**config.mk**
```make
export PLATFORM = sky130hd
export DESIGN_NAME = if_fetch_unit
export DESIGN_NICKNAME = d
export VERILOG_FILES = /design/src/rtl/if_fetch_unit.sv
export SDC_FILE = /design/constraint.sdc
export NUM_CORES = 1
export LEC_CHECK = 0
export ABC_AREA = 1
export BUFFER_PORTS_ARGS = -buffer_cell sky130_fd_sc_hd__buf_2
export CAP_MARGIN = 10
export CORE_AREA = 2 2 128 130
export CTS_BUF_LIST = sky130_fd_sc_hd__clkbuf_8
export CTS_CLUSTER_SIZE = 10
export DETAILED_ROUTE_END_ITERATION = 10
export DIE_AREA = 0 0 130 132
export GPL_TIMING_DRIVEN = 0
export PLACE_DENSITY_LB_ADDON = 0.15
export SYNTH_ARGS = -nofsm -noshare
export SYNTH_HDL_FRONTEND = slang
export SYNTH_SLANG_ARGS = --single-unit
export TNS_END_PERCENT = 10
```
**constraint.sdc**
```tcl
create_clock -name clk_i -period 3.67 [get_ports clk_i]
set_clock_uncertainty 0.15 [all_clocks]
set_input_delay 0.5505 -clock clk_i [delete_from_list [all_inputs] [get_ports clk_i]]
set_output_delay 0.5505 -clock clk_i [all_outputs]
set_load 0.1 [all_outputs]
```
**src/rtl/if_fetch_unit.sv**
```systemverilog
// IF-stage fetch engine: owns the PC, issues single outstanding fetches on the
// SRAM-like instruction bus and presents one fetch packet to the IF/ID register.
module if_fetch_unit #(
    parameter logic [31:0] RESET_PC = 32'hBFC0_0000,
    parameter int          ADEL_BIT = 7
) (
    input  logic        clk_i,
    input  logic        rst_ni,
    input  logic        stall_i,
    input  logic        flush_i,
    input  logic [31:0] redirect_pc_i,
    input  logic        id_branch_i,
    input  logic        branch_taken_i,
    input  logic [31:0] branch_target_i,
    output logic        inst_req_o,
    output logic [31:0] inst_addr_o,
    input  logic        inst_addr_ok_i,
    input  logic        inst_data_ok_i,
    input  logic [31:0] inst_rdata_i,
    input  logic [1:0]  tlb_exc_i,
    output logic [31:0] pc_o,
    output logic [31:0] pcplus4_o,
    output logic [31:0] instr_o,
    output logic [7:0]  except_o,
    output logic        is_in_delayslot_o,
    output logic [1:0]  tlb_exc_o,
    output logic        fetch_stall_o
);

    typedef enum logic [1:0] {
        S_REQ,
        S_WAIT,
        S_HOLD,
        S_DISCARD
    } state_t;

    localparam logic [7:0] ADEL_MASK = 8'b1 << ADEL_BIT;

    state_t      r_state;
    logic [31:0] r_pc;
    logic [31:0] r_pkt_pc;
    logic [31:0] r_pkt_pcplus4;
    logic [31:0] r_instr;
    logic [7:0]  r_except;
    logic [1:0]  r_tlb_exc;

    logic        w_misaligned;
    logic        w_tlb_fault;
    logic        w_req;
    logic [31:0] w_pcplus4;
    logic [31:0] w_pc_next;

    assign w_misaligned = (r_pc[1:0] != 2'b00);
    assign w_tlb_fault  = (tlb_exc_i != 2'b00);
    assign w_req        = (r_state == S_REQ) && !w_misaligned && !w_tlb_fault;
    // Wraps naturally at 2^32, so 0xFFFF_FFFC yields 0.
    assign w_pcplus4    = r_pc + 32'd4;
    assign w_pc_next    = branch_taken_i ? branch_target_i : w_pcplus4;

    assign inst_req_o        = w_req;
    assign inst_addr_o       = r_pc;
    assign pc_o              = r_pkt_pc;
    assign pcplus4_o         = r_pkt_pcplus4;
    assign instr_o           = r_instr;
    assign except_o          = r_except;
    assign tlb_exc_o         = r_tlb_exc;
    assign is_in_delayslot_o = id_branch_i;
    assign fetch_stall_o     = (r_state != S_HOLD);

    // NOTE: all state here uses non-blocking assignments so every register samples
    // the pre-edge values of its peers, regardless of statement order.
    always_ff @(posedge clk_i or negedge rst_ni) begin
        if (!rst_ni) begin
            r_state       <= S_REQ;
            r_pc          <= RESET_PC;
            r_pkt_pc      <= '0;
            r_pkt_pcplus4 <= '0;
            r_instr       <= '0;
            r_except      <= '0;
            r_tlb_exc     <= '0;
        end else if (flush_i) begin
            r_pc      <= redirect_pc_i;
            r_except  <= '0;
            r_tlb_exc <= '0;
            // An accepted request whose data has not returned must be drained first.
            unique case (r_state)
                S_REQ:     r_state <= (w_req && inst_addr_ok_i) ? S_DISCARD : S_REQ;
                S_WAIT:    r_state <= inst_data_ok_i ? S_REQ : S_DISCARD;
                S_HOLD:    r_state <= S_REQ;
                S_DISCARD: r_state <= inst_data_ok_i ? S_REQ : S_DISCARD;
                default:   r_state <= S_REQ;
            endcase
        end else begin
            unique case (r_state)
                S_REQ: begin
                    if (w_misaligned) begin
                        r_pkt_pc      <= r_pc;
                        r_pkt_pcplus4 <= w_pcplus4;
                        r_instr       <= '0;
                        r_except      <= ADEL_MASK;
                        r_tlb_exc     <= '0;
                        r_state       <= S_HOLD;
                    end else if (w_tlb_fault) begin
                        r_pkt_pc      <= r_pc;
                        r_pkt_pcplus4 <= w_pcplus4;
                        r_instr       <= '0;
                        r_except      <= '0;
                        r_tlb_exc     <= tlb_exc_i;
                        r_state       <= S_HOLD;
                    end else if (inst_addr_ok_i) begin
                        r_state <= S_WAIT;
                    end
                end
                S_WAIT: begin
                    if (inst_data_ok_i) begin
                        r_pkt_pc      <= r_pc;
                        r_pkt_pcplus4 <= w_pcplus4;
                        r_instr       <= inst_rdata_i;
                        r_except      <= '0;
                        r_tlb_exc     <= '0;
                        r_state       <= S_HOLD;
                    end
                end
                S_HOLD: begin
                    if (!stall_i) begin
                        r_pc      <= w_pc_next;
                        r_except  <= '0;
                        r_tlb_exc <= '0;
                        r_state   <= S_REQ;
                    end
                end
                S_DISCARD: begin
                    if (inst_data_ok_i) begin
                        r_state <= S_REQ;
                    end
                end
                default: r_state <= S_REQ;
            endcase
        end
    end

endmodule
```
* Word-level counts from Yosys, hierarchy flattened
Index checks and enable logic that the tools add are counted.
** Storage, ports and cells
- Register bits :: 140
- Bits of input ports :: 106
- Logic and storage cells :: 74
- Output and inout port bits :: 141
** Operators by class
- Multiplexer cells :: 37
- Equal/unequal tests :: 12
- Add/subtract/negate cells :: 1
- Bitwise logic cells :: 1
- Reductions and logical operators :: 16
** Operator list (number)
- 32-bit two-way mux :: 13
- 32-bit one-hot mux with 2 select lines :: 3
- 8-bit two-way mux :: 5
- 32-bit by 3-bit adder with 32-bit output (second input constant) :: 1
- 2-bit two-way mux :: 12
- 8-bit one-hot mux with 3 select lines :: 1
- 3-bit != test (second input constant) :: 4
- 2-bit one-hot mux with 3 select lines :: 2
- 4-bit AND reduction :: 3
- 2-bit one-hot mux with 4 select lines :: 1
- 2-bit nonzero test :: 4
- 5-bit != test (second input constant) :: 1
- 2-bit == test (second input constant) :: 2
- 2-bit != test (second input constant) :: 2
- 4-bit != test (second input constant) :: 1
- 4-bit nonzero test :: 1
- 1-bit logical AND :: 3
- 2-bit by 1-bit == test with 1-bit output (second input constant) :: 1
- 1-bit logical NOT :: 2
- 2-bit logical NOT :: 1
- 2-bit by 1-bit != test with 1-bit output (second input constant) :: 1
- 2-bit AND reduction :: 1
- 2-bit OR reduction :: 1
- 1-bit NOT :: 1

* Logic depth before layout (Yosys ltp)
Gate-level depths: netlist of run 1.
- Depth after elaboration :: 8
- Gate-level depth with buffers :: 10
- Depth with buffers taken out :: 10

* Least setup slack after synthesis of run 1
Ideal clock, no wire load.
- Kind :: reg-to-reg
- Start :: register r_pc[3] (netlist: inst_addr_o[3])
- End :: register r_pc[30] (netlist: inst_addr_o[30])
- Cell stages (with the launch flop) :: 11
- Slack :: 1.324 ns
- Setup time :: 0.120 ns
- Data required time :: 3.400 ns
- Path buffers :: 0
- Period minus slack after synthesis :: 2.346 ns
- Data arrival time :: 2.076 ns
- Cells stage by stage :: dfrtp_1 > ha_1 > nand2_1 > nor2_4 > nand2_4 > nor2_2 > nand2_1 > nand2_1 > nand3_1 > nand2_1 > nand2_1
** Between the ends
- Longest elaborated chain between the ends :: 5
** RTL lines
- from (decl) :: RTL line 40 : logic [31:0] r_pc;
- from (signal assigned) :: RTL line 82 : r_pc <= redirect_pc_i;
- from (signal assigned) :: RTL line 126 : r_pc <= w_pc_next;
- 32-bit by 3-bit adder with 32-bit output :: RTL line 57 : assign w_pcplus4 = r_pc + 32'd4;
- 32-bit two-way mux :: RTL line 58 : assign w_pc_next = branch_taken_i ? branch_target_i : w_pcplus4;
- 32-bit two-way mux :: RTL line 125 : if (!stall_i) begin
- 32-bit two-way mux :: RTL line 94 : unique case (r_state)
- 32-bit two-way mux :: RTL line 81 : end else if (flush_i) begin
No other way between the ends. The select of a mux whose other input is x is not followed.
A chain may end at the register's enable or synchronous reset.

* Worst setup path after layout of run 1
- Start :: register r_state[0]
- End :: output port inst_req_o
** Between the ends
- Longest elaborated chain between the ends :: 3
** RTL lines
- from (decl) :: RTL line 39 : state_t r_state;
- from (signal assigned) :: RTL line 87 : S_REQ: r_state <= (w_req && inst_addr_ok_i) ? S_DISCARD : S_REQ;
- from (signal assigned) :: RTL line 88 : S_WAIT: r_state <= inst_data_ok_i ? S_REQ : S_DISCARD;
- from (signal assigned) :: RTL line 90 : S_DISCARD: r_state <= inst_data_ok_i ? S_REQ : S_DISCARD;
- 2-bit logical NOT :: RTL line 55 : assign w_req = (r_state == S_REQ) && !w_misaligned && !w_tlb_fault;
- 1-bit logical AND (2 in series) :: RTL line 55
- to (decl) :: RTL line 15 : output logic inst_req_o,
No other way between the ends.

==> impl_metrics.env, run 1 <==
export IMPL_status="completed"
export IMPL_synth_top_family_by_area="simple AND/OR/NAND/NOR gates"
export IMPL_synth_adder_area_share=0.01083
export IMPL_viasPerCell=4.927
export IMPL_crit_arrival_ps=1840
export IMPL_crit_type="flip-flop to output port"
export IMPL_setup_viol=0
export IMPL_power_total_mw=7.879
export IMPL_place_inst=1319
export IMPL_syn_instance_count=858
export IMPL_stdcell_count=1349
export IMPL_r2r_setup_slack_ps=1530
export IMPL_rows=46
export IMPL_synthSimpleGateAreaFrac=0.2750
export IMPL_wl_per_cell_um=15.70
export IMPL_die_w_um=130
export IMPL_p_per_area_mw_per_mm2=890.6
export IMPL_grt_max_degree=70
export IMPL_layout_setup_ws_ps=1134
export IMPL_top_level_ports=247
export IMPL_synth_xor_area_share=0.008843
export IMPL_seqPwrFrac=0.267
export IMPL_io_buffers=238
export IMPL_cp_slowest_cell="dfrtp_1"
export IMPL_rr_worst_depth=9
export IMPL_vias=6647
export IMPL_die_h_um=132
export IMPL_tightest_slew_ps=679.1
export IMPL_p_int_mw=3.223
export IMPL_hold_depth=3
export IMPL_area_growth_pct=27.59
export IMPL_final_common_cell="nand2_1"
export IMPL_drtAntennaViolNets=0
export IMPL_synth_area_sq_mm=0.006933
export IMPL_cp_max_fo=5
export IMPL_p_sw_frac=0.5910
export IMPL_clkLatencyLatePin_ps=450
export IMPL_initial_core_util=0.4412
export IMPL_relSlewSlack=0.5472
export IMPL_crit_required_ps=2970
export IMPL_cap_violations=0
export IMPL_drv_slew=0
export IMPL_clk_pin_slew_ps=70
export IMPL_rsz0062_at_grt="false"
export IMPL_r2r_end="inst_addr_o[30]"
export IMPL_min_path_type="input pin to flip-flop"
export IMPL_place_ws_ps=1471
export IMPL_ir_worst_vdd_mv=0.4445
export IMPL_r2r_start="r_state[0]"
export IMPL_final_util=0.5630
export IMPL_min_from="redirect_pc_i[0]"
export IMPL_max_stage_delay_ps=420
export IMPL_nNetsFinal=1235
export IMPL_p_comb_frac=0.578
export IMPL_final_cell_mix="nand2_1 (357), buf_2 (247), dfrtp_1 (122)"
export IMPL_clockPowerShare=0.155
export IMPL_muxShareOfSynthArea=0
export IMPL_place_hpwl_um=16260
export IMPL_grt_pass1_wl_um=32910
export IMPL_drt_total_wl_um=21180
export IMPL_p_switching_mw=4.656
export IMPL_fin_tns_setup_ps=0
export IMPL_drc=0
export IMPL_antenna_found_initial=0
export IMPL_synth_distinct_cells=36
export IMPL_crit_chain="inv_1 -> ha_1 -> nand2_2 -> inv_1 -> buf_2"
export IMPL_drt_iter0_drc=479
export IMPL_critPathCaptureType="output port"
export IMPL_cts_root_buf="clkbuf_8"
export IMPL_period_needed_ps=2536
export IMPL_cts_resized=0
export IMPL_crit_path_start_kind="flip-flop"
export IMPL_critPathMostFrequentCell="inv_1"
export IMPL_syn_avg_cell_area_sq_um=8.080
export IMPL_hold_viol=0
export IMPL_p_leak_nw=4.731
export IMPL_diodes=0
export IMPL_fin_crit_sh=0.6909
export IMPL_htree_levels=4
export IMPL_max_freq_mhz=394.4
export IMPL_hold_path_endpoint="inst_addr_o[0]"
export IMPL_ys_warn_count=0
export IMPL_die_area_sq_mm=0.01716
export IMPL_dr_pass1_iters=5
export IMPL_overflow=0
export IMPL_drive_gt1_frac=0.3592
export IMPL_synth_seq_cells=131
export IMPL_core_area_sq_mm=0.01571
export IMPL_grt_usage=0.2500
export IMPL_cts_buffers=17
export IMPL_globalplace_congestion=0.9420
export IMPL_synth_compound_area_frac=0.1455
export IMPL_grt_pass1_vias=6171
export IMPL_clock_sinks=131
export IMPL_cts_buffer_depth=2
export IMPL_cts_tree="built"
export IMPL_yosysSeqAreaShare=0.4745
-- per-layer routing --
metal	part of all wire	wire [um]	track usage
met2	0.45	9559	0.3807
met5	0	0	0
met4	0.020	431	0.07587
met3	0.066	1391	0.06250
met1	0.46	9793	0.3518
-- critical path, delay by kind of cell, from the launching register on --
| family | cells | cell delay [ps] |
|---|---|---|
| buf+inv | 3 | 610 |
| flops | 1 | 420 |
| fa+ha+maj | 1 | 250 |
| simple gates | 1 | 120 |
-- logic make-up after synthesis --
family | after synthesis
fa+ha+maj | 6
compound gates | 132
xor+xnor | 7
flops | 131
simple gates | 472
other cells | 1
buf+inv | 109
-- registers in the layout (all words and copies together) (netlist names) --
signal       cells
pc_o            32
tlb_exc_o        2
pcplus4_o       30
r_state          2
instr_o         32
inst_addr_o     32
except_o         1
-- metrics by stage --
stage	cell area [sq um]	hold slack [ps]
final	8846	174.4
after global placement	8417	307.9
after CTS	8846	147.6
after floorplan	6955	104.9
after global routing	8846	170.6
after detailed placement	8451	310.7
-- power by group through the flow --
| stage | Combinational (mW) | Sequential [mW] | Clock [mW] |
|---|---|---|---|
| 2_1_floorplan | 1.03 | 4.81 | 0 |
| 3_3_place_gp | 4.54 | 2.12 | 0 |
| 3_5_place_dp | 4.56 | 2.12 | 0 |
| 4_1_cts | 4.57 | 2.10 | 1.25 |
| 5_1_grt | 4.74 | 2.15 | 1.31 |
| 6_report | 4.55 | 2.10 | 1.22 |
-- synthesized netlist by cell type, drive strengths merged --
library cell	count	area [sq um]
xor2	7	61.31
o21a	1	7.510
or2	3	21.28
nor3	1	5.000
o21ai	98	678.2
o221a	19	214.0
buf	39	324.1
o211ai	1	7.510
clkbuf	12	45.04
nand4	1	6.260
nand3	40	200.2
inv	57	214.0
a21oi	1	5.000
ha	6	75.07
conb	1	3.750
dfstp	9	236.5
nand2	363	1383
nand3b	1	7.510
nor2	63	284.0
dfrtp	122	3053
o22ai	4	25.02
clkinv	1	5.000
o221ai	5	43.79
a211oi	3	27.52
-- how the worst max path moves through the flow --
stage                     cells after the start      startpoint  slack, ps               to
after floorplan                              10  inst_addr_o[3]       1320  inst_addr_o[30]
after global placement                        1          rst_ni         20    pcplus4_o[17]
after detailed placement                      7    tlb_exc_i[0]       1470       inst_req_o
after CTS                                     5      r_state[0]       1100       inst_req_o
after global routing                          5      r_state[0]       1010       inst_req_o
final                                         5      r_state[0]       1130       inst_req_o
-- what timing repair did --
action,in CTS,in global routing
endpoints found under the hold margin,54,0
hold buffers,1,0
buffers inserted,0,0
-- layout make-up --
cell class	instances	area, sq um
buffer	51	369.1
fill	1549	6867
tap	216	270.3
inverter	58	219.0
clock inverter	7	82.58
multi-input combinational	624	3078
sequential	131	3289
timing repair buffer	240	1235
clock buffer	22	302.8
(Power assumes the default switching activity.)
==> inputs of run 2 (changes only) <==
==> constraint.sdc (replaced) <==
create_clock -name clk_i -period 2 [get_ports clk_i]
set_clock_uncertainty 0.15 [all_clocks]
set_input_delay 0.3 -clock clk_i [delete_from_list [all_inputs] [get_ports clk_i]]
set_output_delay 0.3 -clock clk_i [all_outputs]
set_load 0.1 [all_outputs]
==> run 2 against run 1 <==
Combinational power grew 89%. Power grew 91%. Register-to-register slack lost 1500 ps. First-iteration DRC count shrank 9.6%. Critical endpoint unchanged. Critical path depth grew 1. Non-clock buffer count grew 47. Sequential cell count is the same.
==> impl_metrics.env, run 2 (same netlist as run 1, synthesis figures left out) <==
export IMPL_min_from="branch_taken_i"
export IMPL_final_util=0.6077
export IMPL_io_buffers=238
export IMPL_cp_slowest_cell="dfrtp_1"
export IMPL_drt_total_wl_um=22670
export IMPL_core_area_sq_mm=0.01571
export IMPL_drt_iter0_drc=433
export IMPL_initial_core_util=0.4412
export IMPL_rsz0062_at_grt="true"
export IMPL_cp_max_fo=5
export IMPL_viasPerCell=4.967
export IMPL_p_leak_nw=4.987
export IMPL_nFillCells=1434
export IMPL_cts_buffer_depth=2
export IMPL_setup_viol=0
export IMPL_status="completed"
export IMPL_met3_usage=0.05398
export IMPL_cap_violations=0
export IMPL_drive_gt1_frac=0.3762
export IMPL_die_w_um=130
export IMPL_max_freq_mhz=504.6
export IMPL_relSlewSlack=0.5238
export IMPL_place_hpwl_um=16530
export IMPL_drc=0
export IMPL_fin_crit_sh=0.9909
export IMPL_cpLargestDelayFamily="flip-flops"
export IMPL_die_area_sq_mm=0.01716
export IMPL_final_cell_mix="nand2_1 (355), buf_2 (236), dfrtp_1 (104)"
export IMPL_use_met2=0.4258
export IMPL_overflow=0
export IMPL_hold_ws_ps=40.00
export IMPL_clk_pin_slew_ps=80
export IMPL_nNetsFinal=1282
export IMPL_seq_area_sq_mm=0.003312
export IMPL_grt_max_degree=97
export IMPL_die_h_um=132
export IMPL_r2r_start="r_state[1]"
export IMPL_crit_arrival_ps=1530
export IMPL_period_needed_ps=1982
export IMPL_crit_buf_inv=3
export IMPL_hold_path_endpoint="inst_addr_o[2]"
export IMPL_tightest_slew_ps=714.2
export IMPL_crit_path_start_kind="flip-flop"
export IMPL_vias=6949
export IMPL_wl_per_cell_um=16.20
export IMPL_drv_slew=0
export IMPL_top_level_ports=247
export IMPL_hold_viol=0
export IMPL_ir_worst_vdd_mv=1.733
export IMPL_grt_usage=0.2658
export IMPL_drtAntennaViolNets=0
export IMPL_crit_chain="inv_2 -> nand2_2 -> nor2_4 -> nand2_2 -> inv_2 -> buf_12"
export IMPL_clock_sinks=131
export IMPL_min_path_type="input pin to flip-flop"
export IMPL_antenna_found_initial=0
export IMPL_globalplace_congestion=0.8921
export IMPL_cts_root_buf="clkbuf_8"
export IMPL_clkLatencyLatePin_ps=460
export IMPL_r2r_setup_slack_ps=60
export IMPL_top_usage_layer="met2"
export IMPL_layout_setup_ws_ps=18.11
export IMPL_p_per_area_mw_per_mm2=1580
export IMPL_cts_tree="built"
export IMPL_htree_levels=4
export IMPL_crit_type="flip-flop to output port"
export IMPL_area_growth_pct=37.74
export IMPL_grt_pass1_vias=6618
export IMPL_hold_depth=3
export IMPL_cts_buffers=17
export IMPL_rr_worst_depth=10
export IMPL_multi_input_area_sq_mm=0.003123
export IMPL_max_stage_delay_ps=420
export IMPL_diodes=0
export IMPL_place_ws_ps=-110.7
export IMPL_dr_pass1_iters=5
export IMPL_rows=46
export IMPL_final_common_cell="nand2_1"
export IMPL_crit_required_ps=1550
export IMPL_critPathCaptureType="output port"
export IMPL_grt_pass1_wl_um=34830
export IMPL_r2r_end="pc_o[16]"
export IMPL_use_met1=0.3518
[run 2: area by class of cell]
| cell class | instances | area share |
|---|---|---|
| flip-flops and latches | 131 | 0.3468 |
| multi-input cells | 624 | 0.3270 |
| repair buffers | 287 | 0.1798 |
| plain buffers | 51 | 0.04678 |
| well taps | 216 | 0.02830 |
| clock buffers | 19 | 0.02738 |
| inverters | 58 | 0.02385 |
| clock inverters | 13 | 0.02005 |
[run 2: worst max path at each step]
| stage | from | endpoint | slack (ps) | cells after the start |
|---|---|---|---|---|
| after floorplan | r_state[0] | inst_addr_o[30] | -90 | 9 |
| after global placement | rst_ni | inst_addr_o[19] | -1690 | 1 |
| after detailed placement | r_state[1] | pcplus4_o[12] | -110 | 10 |
| after CTS | r_state[1] | pcplus4_o[30] | -0.8 | 10 |
| after global routing | inst_addr_o[0] | inst_req_o | -60 | 6 |
| final | inst_addr_o[0] | inst_req_o | 20 | 6 |
[run 2: per-stage QoR]
step / power (mW) / std cells / area, sq um / setup TNS, ps
6_report: 15.08 / 1399 / 9549 / 0
5_1_grt: 15.67 / 1399 / 9549 / -1066
4_1_cts: 15.06 / 1395 / 9454 / -1.626
3_5_place_dp: 12.34 / 1319 / 8523 / -4725
3_3_place_gp: 12.28 / 1318 / 8489 / -188090
2_1_floorplan: 10.76 / 864 / 7028 / -1697
[run 2: routing by layer]
metal,vias up,wire length [um],share of wire
met5,-,0,0
met4,0,673,0.030
met3,44,1488,0.066
met2,267,10770,0.47
met1,3282,9739,0.43
li1,3356,-,-
[run 2: report_power, final]
group | internal, mW | leakage (nW) | switching [mW] | total (mW)
Sequential | 3.38 | 1.63 | 0.520 | 3.90
Clock | 1.53 | 0.241 | 1.08 | 2.61
Combinational | 1.47 | 3.12 | 7.11 | 8.58
[run 2: tightest hold or removal path, stage by stage]
cell and delay (ps):
buf_2 120, a211oi_1 90, o22ai_1 100
[run 2: timing repair]
item	in CTS	in global routing
hold buffers	42	0
hold endpoints to repair	73	0
setup endpoints to repair	99	106
buffers inserted	2	4
pin swaps	1	2
gates resized for setup	13	21
==> inputs of run 3 (changes only) <==
--- a/config.mk
+++ b/config.mk
@@ -5,7 +5,7 @@
 export SDC_FILE = /design/constraint.sdc
 export NUM_CORES = 1
 export LEC_CHECK = 0
-export ABC_AREA = 1
+export ABC_AREA = 0
 export BUFFER_PORTS_ARGS = -buffer_cell sky130_fd_sc_hd__buf_2
 export CAP_MARGIN = 10
 export CORE_AREA = 2 2 128 130
==> run 3 against run 2 <==
The flow now finishes with violations (negative setup slack). Fmax down 11%. Utilization up 6.5 points. Cell count down 0.29%. Sequential share of layout area down 2.7 points.
==> impl_metrics.env, run 3 <==
export IMPL_io_buffers=237
export IMPL_vias=7656
export IMPL_synth_edf_count=0
export IMPL_cts_root_buf="clkbuf_8"
export IMPL_place_ws_ps=-1086
export IMPL_die_w_um=130
export IMPL_core_area_sq_mm=0.01571
export IMPL_status="complete, but fails checks"
export IMPL_ys_flop_type="dfrtp_1"
export IMPL_syn_instance_count=810
export IMPL_cap_violations=0
export IMPL_cpLargestDelayFamily="simple AND/OR/NAND/NOR gates"
export IMPL_setup_viol=46
export IMPL_power_total_mw=15.51
export IMPL_overflow=0
export IMPL_crit_chain="nand4_1 -> buf_6 -> buf_4 -> buf_4 -> or4_4 -> or4_1 -> nand3_1"
export IMPL_yosys_top_cells_count="nand2_1 (206), dfrtp_1 (122), clkbuf_1 (51), nand3_1 (49), o21ai_0 (43)"
export IMPL_diodes=0
export IMPL_ir_worst_vdd_mv=1.331
export IMPL_p_leak_nw=5.088
export IMPL_cp_slowest_cell="or4_4"
export IMPL_synthArstFlopShare=1.000
export IMPL_r2r_setup_slack_ps=-230
export IMPL_grt_pass1_vias=7172
export IMPL_drive_gt1_frac=0.4046
export IMPL_initial_core_util=0.4421
export IMPL_max_freq_mhz=448.8
export IMPL_synth_distinct_cells=68
export IMPL_cts_buffer_depth=2
export IMPL_clk_pin_slew_ps=70
export IMPL_final_common_cell="buf_2"
export IMPL_critPathCaptureType="flip-flop"
export IMPL_cp_max_fo=5
export IMPL_cts_tree="built"
export IMPL_relSlewSlack=0.5350
export IMPL_period_needed_ps=2228
export IMPL_drc=0
export IMPL_synth_area_sq_mm=0.006947
export IMPL_rsz0062_at_grt="true"
export IMPL_layout_setup_ws_ps=-228.2
export IMPL_die_h_um=132
export IMPL_die_area_sq_mm=0.01716
export IMPL_htree_levels=4
export IMPL_crit_type="flip-flop to flip-flop"
export IMPL_viasPerCell=5.488
export IMPL_tightest_slew_ps=697.5
export IMPL_yosysSeqAreaShare=0.4735
export IMPL_synth_largest_area_cell="dfrtp_1"
export IMPL_clock_sinks=131
export IMPL_place_hpwl_um=17420
export IMPL_crit_required_ps=2230
export IMPL_max_stage_delay_ps=430
export IMPL_drv_slew=0
export IMPL_dr_pass1_iters=5
export IMPL_fin_tns_setup_ps=-3008
export IMPL_synth_top_area_frac=0.4395
export IMPL_synth_most_common_cell="nand2_1"
export IMPL_cts_buffers=17
export IMPL_syn_avg_cell_area_sq_um=8.576
export IMPL_min_path_type="input pin to flip-flop"
export IMPL_hold_viol=0
export IMPL_grt_max_degree=72
export IMPL_hold_path_endpoint="inst_addr_o[9]"
export IMPL_synth_seq_cells=131
export IMPL_drt_total_wl_um=25760
export IMPL_drtAntennaViolNets=0
export IMPL_crit_buf_inv=3
export IMPL_startpoint="inst_addr_o[8]"
export IMPL_crit_arrival_ps=2460
export IMPL_grt_usage=0.2910
export IMPL_violations="negative setup slack"
export IMPL_hold_depth=3
export IMPL_r2r_start="inst_addr_o[8]"
export IMPL_wl_per_cell_um=18.46
export IMPL_p_per_area_mw_per_mm2=1467
export IMPL_nFillCells=1302
export IMPL_drt_iter0_drc=653
export IMPL_grt_pass1_wl_um=38540
export IMPL_final_util=0.6728
export IMPL_antenna_found_initial=0
export IMPL_rows=46
export IMPL_area_growth_pct=52.18
export IMPL_crit_path_start_kind="flip-flop"
export IMPL_globalplace_congestion=0.8822
export IMPL_min_from="redirect_pc_i[9]"
export IMPL_top_level_ports=247
export IMPL_rr_worst_depth=7
export IMPL_r2r_end="pcplus4_o[19]"
export IMPL_final_cell_mix="buf_2 (228), nand2_1 (202), dfrtp_1 (99)"
export IMPL_fin_crit_sh=1.114
export IMPL_ys_warn_count=0
export IMPL_clkLatencyLatePin_ps=460
export IMPL_yosys_top_cells_area="dfrtp_1 (44%), nand2_1 (11%), nand3_1 (3.5%), dfstp_2 (3.4%), o21ai_0 (3.1%)"
export IMPL_nNetsFinal=1278
export IMPL_critPathMostFrequentCell="buf_4"
==> run 3: cell type report <==
cell class | count | area, sq um | area share
buffer | 69 | 603.1 | 0.05705
clock buffer | 18 | 247.7 | 0.02343
clock inverter | 14 | 128.9 | 0.01219
inverter | 19 | 71.32 | 0.006746
multi-input combinational | 582 | 3613 | 0.3418
sequential | 131 | 3385 | 0.3202
tap | 216 | 270.3 | 0.02557
timing repair buffer | 346 | 2252 | 0.2130
==> run 3: metal layers <==
metal | vias to the layer above | GRT usage | part of all wire
met2 | 383 | 0.4610 | 0.48
met4 | 0 | 0.1016 | 0.026
met1 | 3661 | 0.3897 | 0.42
met3 | 58 | 0.06859 | 0.082
li1 | 3554 | - | -
met5 | - | 0 | 0
==> run 3: power by group <==
group / leakage, nW / total (mW) / switching (mW) / internal, mW
clock network: 0.186 / 2.17 / 1.15 / 1.03
logic: 3.31 / 9.36 / 7.50 / 1.86
registers: 1.60 / 3.98 / 0.529 / 3.45
total: 5.09 / 15.5 / 9.17 / 6.33
==> run 3: timing repair <==
item,CTS,global route
resized for setup,121,72
hold endpoints to repair,104,0
hold buffers,49,0
cloned,1,0
endpoints found under the setup margin,129,131
setup buffers,31,28
pin swaps,20,25
==> run 3: cells by family after synthesis <==
| kind of cell | count (synthesis) | share of synthesized area |
|---|---|---|
| simple gates | 389 | 0.2631 |
| compound gates | 154 | 0.1508 |
| flops | 131 | 0.4735 |
| buf+inv | 103 | 0.06574 |
| xor+xnor | 15 | 0.01891 |
| mux | 11 | 0.01657 |
| fa+ha+maj | 6 | 0.01081 |
| other cells | 1 | 0.0005398 |
==> run 3: stage by stage <==
step,hold WS [ps],instances,instance area (sq um)
after floorplan,-145.6,816,7233
after global placement,294.1,1269,8690
after detailed placement,176.7,1270,8723
after CTS,20.42,1381,10250
after global routing,22.79,1395,10570
final,41.06,1395,10570
==> run 3: worst reg2reg max path: cells and delay by family (launching register included) <==
family,cells,cell delay (ps)
AND/OR/NAND/NOR,4,1120
buffers and inverters,3,490
flip-flops,1,420
==> run 3: worst max-delay path by stage <==
stage / end / slack, ps / depth (start not counted)
floorplan: pcplus4_o[30] / -420 / 6
global placement: inst_addr_o[6] / -1820 / 1
detailed placement: pc_o[16] / -1090 / 9
CTS: pcplus4_o[31] / -260 / 5
global route: pcplus4_o[19] / -290 / 7
finish: pcplus4_o[19] / -230 / 7
